<file path="src/rtl/mem_access_ctrl.sv">
// mem_access_ctrl: load/store sequencer in front of a small data memory.
// It takes one request at a time, drives the memory write-enable, address and
// write-data lines, and captures load data into a result register. Each
// request ends with a single-cycle done pulse. An unsupported op ends the same
// way, with err pulsed alongside done.
//
// Optional build macro: MEM_CLEAR_EN
//   When it is defined, op=10 zeroes every memory word in turn through the
//   CLR state. When it is undefined, the CLR state and its counter are not
//   built, and op=10 is handled as a reserved op.
//
// Ports
//   clk        system clock, rising edge
//   rst        synchronous reset, active-high
//   req        request strobe, sampled only in IDLE
//   op         00 load, 01 store, 10 clear (optional), 11 reserved
//   addr       request address
//   wdata      store data
//   busy       high in every state except IDLE
//   done       one-cycle completion pulse
//   err        one-cycle error pulse, coincident with done
//   rdata      load result, held until the next load completes
//   mem_we     memory write enable
//   mem_addr   memory address
//   mem_wdata  memory write data
//   mem_rdata  memory read data (combinational read path)
module mem_access_ctrl #(
    parameter int unsigned size   = 8,
    parameter int unsigned ADDR_W = 3
) (
    input  logic              clk,
    input  logic              rst,
    input  logic              req,
    input  logic [1:0]        op,
    input  logic [ADDR_W-1:0] addr,
    input  logic [size-1:0]   wdata,
    output logic              busy,
    output logic              done,
    output logic              err,
    output logic [size-1:0]   rdata,
    output logic              mem_we,
    output logic [ADDR_W-1:0] mem_addr,
    output logic [size-1:0]   mem_wdata,
    input  logic [size-1:0]   mem_rdata
);

    localparam logic [1:0] OP_LOAD  = 2'b00;
    localparam logic [1:0] OP_STORE = 2'b01;
`ifdef MEM_CLEAR_EN
    localparam logic [1:0] OP_CLEAR = 2'b10;
    localparam logic [ADDR_W-1:0] CNT_LAST = {ADDR_W{1'b1}};
`endif

`ifdef MEM_CLEAR_EN
    typedef enum logic [2:0] {
        IDLE = 3'd0,
        RD   = 3'd1,
        WR   = 3'd2,
        DONE = 3'd3,
        CLR  = 3'd4
    } state_e;
`else
    typedef enum logic [2:0] {
        IDLE = 3'd0,
        RD   = 3'd1,
        WR   = 3'd2,
        DONE = 3'd3
    } state_e;
`endif

    state_e            state_q, state_d;
    logic              busy_q, busy_d;
    logic              done_q, done_d;
    logic              err_q, err_d;
    logic              we_q, we_d;
    logic [size-1:0]   rdata_q, rdata_d;
    logic [ADDR_W-1:0] mem_addr_q, mem_addr_d;
    logic [size-1:0]   mem_wdata_q, mem_wdata_d;
`ifdef MEM_CLEAR_EN
    logic [ADDR_W-1:0] cnt_q, cnt_d;
`endif

    // State and registered outputs
    always_ff @(posedge clk) begin
        if (rst) begin
            state_q     <= IDLE;
            busy_q      <= 1'b0;
            done_q      <= 1'b0;
            err_q       <= 1'b0;
            we_q        <= 1'b0;
            rdata_q     <= '0;
            mem_addr_q  <= '0;
            mem_wdata_q <= '0;
`ifdef MEM_CLEAR_EN
            cnt_q       <= '0;
`endif
        end else begin
            state_q     <= state_d;
            busy_q      <= busy_d;
            done_q      <= done_d;
            err_q       <= err_d;
            we_q        <= we_d;
            rdata_q     <= rdata_d;
            mem_addr_q  <= mem_addr_d;
            mem_wdata_q <= mem_wdata_d;
`ifdef MEM_CLEAR_EN
            cnt_q       <= cnt_d;
`endif
        end
    end

    // Next-state logic. The Moore flags are decoded from state_d, so the
    // flops carry the same values as a decode of state_q, with no glitches.
    always_comb begin
        state_d     = state_q;
        err_d       = 1'b0;
        rdata_d     = rdata_q;
        mem_addr_d  = mem_addr_q;
        mem_wdata_d = mem_wdata_q;
`ifdef MEM_CLEAR_EN
        cnt_d       = cnt_q;
`endif

        case (state_q)
            IDLE: begin
                if (req) begin
                    mem_addr_d  = addr;
                    mem_wdata_d = wdata;
                    case (op)
                        OP_LOAD:  state_d = RD;
                        OP_STORE: state_d = WR;
`ifdef MEM_CLEAR_EN
                        OP_CLEAR: begin
                            state_d     = CLR;
                            cnt_d       = '0;
                            mem_addr_d  = '0;
                            mem_wdata_d = '0;
                        end
`endif
                        default: begin
                            state_d = DONE;
                            err_d   = 1'b1;
                        end
                    endcase
                end
            end
            RD: begin
                // Combinational read data is stable for the whole RD cycle
                rdata_d = mem_rdata;
                state_d = DONE;
            end
            WR: state_d = DONE;
`ifdef MEM_CLEAR_EN
            CLR: begin
                // The last word is written in the cycle where cnt_q == CNT_LAST
                if (cnt_q == CNT_LAST) begin
                    state_d = DONE;
                end else begin
                    cnt_d      = cnt_q + ADDR_W'(1);
                    mem_addr_d = cnt_q + ADDR_W'(1);
                end
            end
`endif
            DONE:    state_d = IDLE;
            default: state_d = IDLE;
        endcase

        busy_d = (state_d != IDLE);
        done_d = (state_d == DONE);
`ifdef MEM_CLEAR_EN
        we_d   = (state_d == WR) || (state_d == CLR);
`else
        we_d   = (state_d == WR);
`endif
    end

    assign busy      = busy_q;
    assign done      = done_q;
    assign err       = err_q;
    assign rdata     = rdata_q;
    assign mem_we    = we_q;
    assign mem_addr  = mem_addr_q;
    assign mem_wdata = mem_wdata_q;

endmodule

</file>
<file path="config.mk">
export PLATFORM = sky130hd
export DESIGN_NAME = mem_access_ctrl
export DESIGN_NICKNAME = d
export VERILOG_FILES = /design/src/rtl/mem_access_ctrl.sv
export SDC_FILE = /design/constraint.sdc
export NUM_CORES = 1
export LEC_CHECK = 0
export ABC_AREA = 1
export ABC_CLOCK_PERIOD_IN_PS = 1830
export BUFFER_PORTS_ARGS = -buffer_cell sky130_fd_sc_hd__clkbuf_2
export CAP_MARGIN = 20
export CORE_UTILIZATION = 45
export CTS_CLUSTER_DIAMETER = 30
export DETAILED_ROUTE_END_ITERATION = 12
export GPL_ROUTABILITY_DRIVEN = 0
export PLACE_DENSITY_LB_ADDON = 0.25
export SYNTH_ARGS = -nofsm -noshare
export SYNTH_HDL_FRONTEND = slang
export SYNTH_SLANG_ARGS = --single-unit
</file>
<file path="constraint.sdc">
create_clock -name clk -period 1.83 [get_ports clk]
set_input_delay 0.0915 -clock clk [delete_from_list [all_inputs] [get_ports clk]]
set_output_delay 0.0915 -clock clk [all_outputs]
set_load 0.03 [all_outputs]
</file>
# Word-level counts from Yosys, hierarchy flattened
# Index checks and enable logic that the tools add are counted.
# totals
reg_bits	26
input_bits	24
output_inout_bits	23
wordCells	26
# classes
eq_ne	5
n_mux	4
bitwise	2
n_reduce_logical	7
# op_table
op	count
$eq A3 B2 Y1 const B	3
$pmux W3 S2	1
$pmux W2 S2	1
$reduce_or A2 Y1	2
$eq A3 B1 Y1 const B	1
$logic_not A3 Y1	1
$mux W3	1
$reduce_bool A3 Y1	1
$reduce_or A3 Y1	1
$eq A2 B1 Y1 const B	1
$logic_not A2 Y1	1
$not A1 Y1	2
$reduce_and A2 Y1	1
$mux W1	1

# Longest topological paths before layout
# Gate-level depths: netlist of the first run.
# depth
ltp_word	5
depth_mapped	7
mapped_depth_nobuf	7

# Worst setup path before layout of the first run
# OpenSTA, ideal clock, no wires.
# synth_timing
kind	register to register
startpoint	register state_q[0]
endpoint	register mem_wdata_q[1], in the netlist mem_wdata[1]
setup_time_ps	116
arrival_time_ps	820
required_time_ps	1714
setup_slack_ps	894
path_stages_with_launch	7
path_buffers	1
synth_period_minus_slack_ps	936
cell_sequence	dfxtp_1 > nor2_4 > nand2_2 > inv_2 > buf_6 > nor2_1 > nor2_1
# synth_between
elab_chain_cells	2
# synth_lines
item	line_no	rtl
start, declared	71	state_e state_q, state_d;
start signal, assigned	98	state_q <= state_d;
$logic_not A3 Y1	124	case (state_q)
$reduce_and A2 Y1 (no source line)	--	
end signal, assigned	105	mem_wdata_q <= mem_wdata_d;
end, declared	78	logic [size-1:0] mem_wdata_q, mem_wdata_d;
# Every way passes these cells.
# A chain may end at the register's enable or synchronous reset.

==> results.json, run 1 <==
{
  "dr_total_vias": 829,
  "final_max_slew_viol_count": 0,
  "nets": 189,
  "synthCells": 118,
  "grtUsageMet2_pct": 22.40,
  "place_ws_ps": 693.0,
  "crit_type": "input port to flop",
  "p_per_area_nw_per_um2": 878.5,
  "rsz0062_at_grt": "false",
  "syn2layout_area_growth_pct": 26.43,
  "vias_per_cell": 4.363,
  "finalCriticalPeriod_ps": 1224,
  "final_area_um2": 1215,
  "cpMaxStageDelayCell": "dlygate4sd3_1",
  "cp-end-kind": "flop",
  "reg2reg_from": "state_q[0]",
  "final_antenna_net_count": 0,
  "rr_endpoint": "mem_wdata[7]",
  "yosysWarnings": 0,
  "setup.worst_path.start": "rst",
  "switchingPower_mw": 0.3125,
  "routed_wl_um": 1727,
  "crit_path_end": "rdata[3]",
  "synth_top_area_share_pct": 54.17,
  "clk_latency_ps": 300,
  "antenna-diode-count": 0,
  "cts_max_level": 1,
  "crit_chain": "dlygate4sd3_1 > clkbuf_2 > inv_1 > o21ai_0 > a21oi_1",
  "drc": 0,
  "post-route-period-util_pct": 66.89,
  "cts_buffer_depth": 2,
  "synth_top_family_by_area": "simple AND/OR/NAND/NOR gates",
  "grt.overflow.total": 0,
  "tightest_slew_ps": 522.7,
  "hold_viol_final": 0,
  "grt_util_met3_pct": 3.333,
  "p_int_mw": 0.7548,
  "layout_common_cells": "clkbuf_2, dfxtp_1, nor2_1, inv_1, o21ai_1",
  "critPathBufInv": 3,
  "finClkSkew_ps": 2.575,
  "wire_per_inst_um": 9.089,
  "p_comb_share_pct": 20.4,
  "fin_hold_ws_ps": 15.43,
  "synthSimpleGateAreaFrac_pct": 19.53,
  "setup_viol": 0,
  "grt_start_max_net_pins": 22,
  "clk_pin_slew_ps": 120,
  "fmax_ghz": 0.8169,
  "crit_arrival_ps": 1470,
  "drt_first_pass_iters": 2,
  "synth.net_count": 142,
  "clock_power_share_pct": 20.9,
  "port_buffers": 46,
  "peakVddDrop_mv": 0.5499,
  "cts-root-buf": "clkbuf_4",
  "antenna_found_initial": 0,
  "placed_area_um2": 1182,
  "synth_mux_area_share_pct": 0,
  "gr-usage-all-layers_pct": 15.01,
  "synth_compound_area_share_pct": 14.06,
  "cp-start-kind": "input port",
  "hold_class": "input port to flop",
  "ys_ff_latch": 26,
  "rr_worst_depth": 5,
  "synth_top_area_cell": "dfxtp_1",
  "numCtsBuffers": 3,
  "dp.cells": 186,
  "swShare_pct": 29.28,
  "max_cap_viol_count": 0,
  "grt_pass1_wl_um": 2318,
  "slew_headroom_pct": 65.12,
  "finalSetupTns_ps": 0,
  "worst_ep_required_time_ps": 2070,
  "start_util_pct": 48.48,
  "use_met1_pct": 18.59,
  "instances_no_fill": 190,
  "synthAdderAreaFrac_pct": 0,
  "grt_pass1_vias": 575,
  "power.total_mw": 1.067,
  "avgSynthCellArea_um2": 8.143,
  "synth_cell_types": 17,
  "layout_commonest_cell": "clkbuf_2",
  "die_area_um2": 2324,
  "synthTopCellsByArea": "dfxtp_1, nor2_1, inv_1",
  "cts_tree": "built",
  "final_layout_size_suffix_gt1_share_pct": 34.36,
  "outcome": "completed",
  "detailed_place_hpwl_um": 1338,
  "post_cts_buffers": 0,
  "drtIter0Drc": 7,
  "critical-path-max-stage-delay_ps": 540,
  "crit_cells": 5,
  "synth-seq-area-share_pct": 54.17,
  "rrSetupSlack_ps": 700,
  "post_cts_resized": 0,
  "cp_max_fo": 21,
  "clock_sinks": 26,
  "final_util_pct": 61.30,
  "syn_area_um2": 960.9,
  "seqPwrFrac_pct": 58.7,
  "core_um2": 1982,
  "die_h_um": 48.21,
  "grt.busiest_layer": "met2",
  "ios": 47,
  "crit_family": "buffers and inverters",
  "finalWorstSetupSlack_ps": 605.8,
  "rows": 16,
  "fp.dieW_um": 48.21,
  "p_leak_nw": 0.6158,
  "synth_xor_xnor_area_share_pct": 0
}
[worst min-delay path, cell delays in order]
cell	delay, ps
clkbuf_2	80
o21ai_1	60
nor2_1	70
[layer usage]
metal	routed length (µm)	share of wire, %
met1	786	46
met2	810	47
met3	92	5.3
met4	38	2.2
met5	0	0
[flip-flops by register name, indices dropped and copies added (netlist names)]
register   cells
busy           1
done           1
err            1
mem_addr       3
mem_wdata      8
mem_we         1
rdata          8
state_q        3
[cells by family after synthesis]
logic type / after synthesis
other: 1
buffers and inverters: 24
AND/OR/NAND/NOR: 40
AO/OA/AOI/OAI: 27
flip-flops: 26
[cells in the mapped netlist]
master    number
a21oi_1        8
nand3_1        2
dfxtp_1       26
nand2_2        2
nand2_1        8
inv_1         17
clkbuf_1       1
nor2_1        24
o21ai_1       11
inv_2          2
clkbuf_2       1
nor2_4         2
buf_6          3
nor3_1         1
o21ai_0        8
conb_1         1
nand3_4        1
[cell type report]
class | count | area, µm²
Tap cell | 27 | 33.78
Multi-Input combinational cell | 68 | 326.6
Clock buffer | 3 | 22.52
Inverter | 19 | 71.32
Sequential cell | 26 | 520.5
Fill cell | 187 | 767.0
Timing Repair Buffer | 47 | 240.2
[timing repair]
action | 4_1_cts | 5_1_grt
hold buffers | 1 | 0
hold endpoints to repair | 1 | 0
endpoints found under the setup margin | 0 | 0
[worst min-delay path by stage]
| stage | startpoint | endpoint | slack (ps) | cells past startpoint |
|---|---|---|---|---|
| finish | wdata[2] | mem_wdata[2] | 20 | 3 |
| global route | addr[0] | mem_addr[0] | 7 | 3 |
| CTS | op[1] | err | 6 | 3 |
| detailed placement | rst | err | 290 | 2 |
| global placement | rst | err | 290 | 2 |
| floorplan | rst | err | 170 | 1 |
[power groups by stage]
stage | Clock, mW | Sequential [mW] | Combinational (mW)
global placement | 0 | 0.638 | 0.216
global route | 0.264 | 0.633 | 0.241
floorplan | 0 | 0.706 | 0.0898
CTS | 0.234 | 0.627 | 0.220
finish | 0.223 | 0.626 | 0.218
detailed placement | 0 | 0.639 | 0.218
Power figures use the tool's default switching activity.
==> inputs of run 2 (changes only) <==
- ABC_CLOCK_PERIOD_IN_PS: 1830 -> 1000
- CORE_UTILIZATION: 45 -> 39
- clock period: 1.83 -> 1 ns (I/O delays scaled with it)
==> results.json, run 2 (synthesis results as in run 1) <==
{
  "outcome": "finished with violations",
  "violations": "hold timing, setup timing",
  "use_met1_pct": 19.57,
  "antenna-diode-count": 0,
  "dp.cells": 192,
  "layout_commonest_cell": "clkbuf_2",
  "cp_max_fo": 6,
  "crit_type": "flop to flop",
  "setup_viol": 11,
  "final_max_slew_viol_count": 0,
  "drt_first_pass_iters": 2,
  "grt_pass1_vias": 866,
  "clk_latency_ps": 310,
  "final_area_um2": 1501,
  "grtUsageMet2_pct": 30.09,
  "port_buffers": 46,
  "antenna_found_initial": 0,
  "detailed_place_hpwl_um": 1500,
  "grt_util_met3_pct": 2.924,
  "grt_pass1_wl_um": 3401,
  "final_antenna_net_count": 0,
  "cts-root-buf": "clkbuf_4",
  "rows": 17,
  "finClkSkew_ps": 3.654,
  "clk_pin_slew_ps": 130,
  "layout_common_cells": "clkbuf_2, nor2_1, dfxtp_1, dlygate4sd3_1, inv_1",
  "placed_area_um2": 1234,
  "fin_hold_ws_ps": -1.257,
  "start_util_pct": 42.22,
  "syn2layout_area_growth_pct": 56.25,
  "fmax_ghz": 0.9588,
  "grt.busiest_layer": "met2",
  "grt.overflow.total": 0,
  "cts_tree": "built",
  "peakVddDrop_mv": 1.079,
  "crit_arrival_ps": 1260,
  "instances_no_fill": 211,
  "clock_sinks": 26,
  "hold_viol_final": 1,
  "cp-end-kind": "flop",
  "max_cap_viol_count": 0,
  "finalCriticalPeriod_ps": 1043,
  "cts_buffer_depth": 2,
  "wire_per_inst_um": 10.65,
  "final_layout_size_suffix_gt1_share_pct": 46.45,
  "die_area_um2": 2666,
  "post-route-period-util_pct": 104.3,
  "p_leak_nw": 0.7343,
  "fp.dieW_um": 51.64,
  "drtIter0Drc": 4,
  "grt_start_max_net_pins": 17,
  "numCtsBuffers": 3,
  "drc": 0,
  "hold_class": "input port to flop",
  "rsz0062_at_grt": "true",
  "ios": 47,
  "cts_max_level": 1,
  "gr-usage-all-layers_pct": 17.35,
  "routed_wl_um": 2248,
  "cp-start-kind": "flop",
  "finalWorstSetupSlack_ps": -42.95,
  "core_um2": 2276,
  "dr_total_vias": 948,
  "nets": 208,
  "worst_ep_required_time_ps": 1220,
  "die_h_um": 51.64,
  "vias_per_cell": 4.493,
  "p_per_area_nw_per_um2": 1456
}
==> run 2: cell types whose count changed in the layout (fill, tap and decap cells not counted), moves of 4 or more <==
cell | previous run | this run
dlygate4sd3_1 | 1 | 15
inv_1 | 17 | 13
nand2_1 | 8 | 3
o21ai_0 | 8 | 2
o21ai_1 | 11 | 7
o21ai_2 | 0 | 10
==> run 2: where the power goes <==
| group | switching, mW | total (mW) | internal (mW) |
|---|---|---|---|
| logic | 0.317 | 0.524 | 0.207 |
| clock network | 0.292 | 0.514 | 0.222 |
| registers | 0.0414 | 1.15 | 1.11 |
| total | 0.650 | 2.19 | 1.54 |
==> run 2: what timing repair did <==
item,4_1_cts,5_1_grt
hold endpoints to repair,14,0
pin swaps,0,4
hold buffers,15,0
gates resized for setup,11,25
endpoints found under the setup margin,23,24
buffers inserted,0,0
==> run 2: layout make-up <==
class / instances / area [µm²]
Multi-Input combinational cell: 68 / 389.1
Fill cell: 185 / 774.5
Tap cell: 28 / 35.03
Clock buffer: 4 / 36.28
Timing Repair Buffer: 66 / 437.9
Sequential cell: 26 / 529.3
Inverter: 19 / 73.82
==> run 2: final timing paths <==
path / start / end / slack (ps) / depth (start not counted)
setup / recovery: state_q[0] / mem_wdata[7] / -40 / 5
hold / removal: mem_rdata[0] / rdata[0] / -1 / 3
setup reg to reg: state_q[0] / mem_wdata[7] / -40 / 5
hold reg to reg: rdata[4] / rdata[4] / 450 / 2
==> run 2: worst max-delay path, cell delays in order, from the launching register on <==
cell,delay (ps)
dfxtp_4,390
nor2_4,160
nand2_4,100
buf_6,140
o21ai_2,110
nor2_1,50
==> run 2: through the flow <==
step	setup WS [ps]	util (%)	hold WS (ps)	setup TNS, ps	total power, mW
global route	-95.45	65.97	20.60	-1116	2.282
detailed placement	-31.44	54.21	255.6	-219.0	1.596
CTS	-16.17	63.39	7.911	-50.90	2.167
global placement	2.557	54.21	247.3	0	1.586
finish	-42.95	65.97	-1.257	-252.2	2.187
floorplan	63.75	-	126.8	0	1.457
==> run 2: layer usage <==
layer,vias up,share of wire [%]
met5,-,0
met4,0,2.8
met3,6,4.0
met2,28,50
met1,421,43
li1,493,-
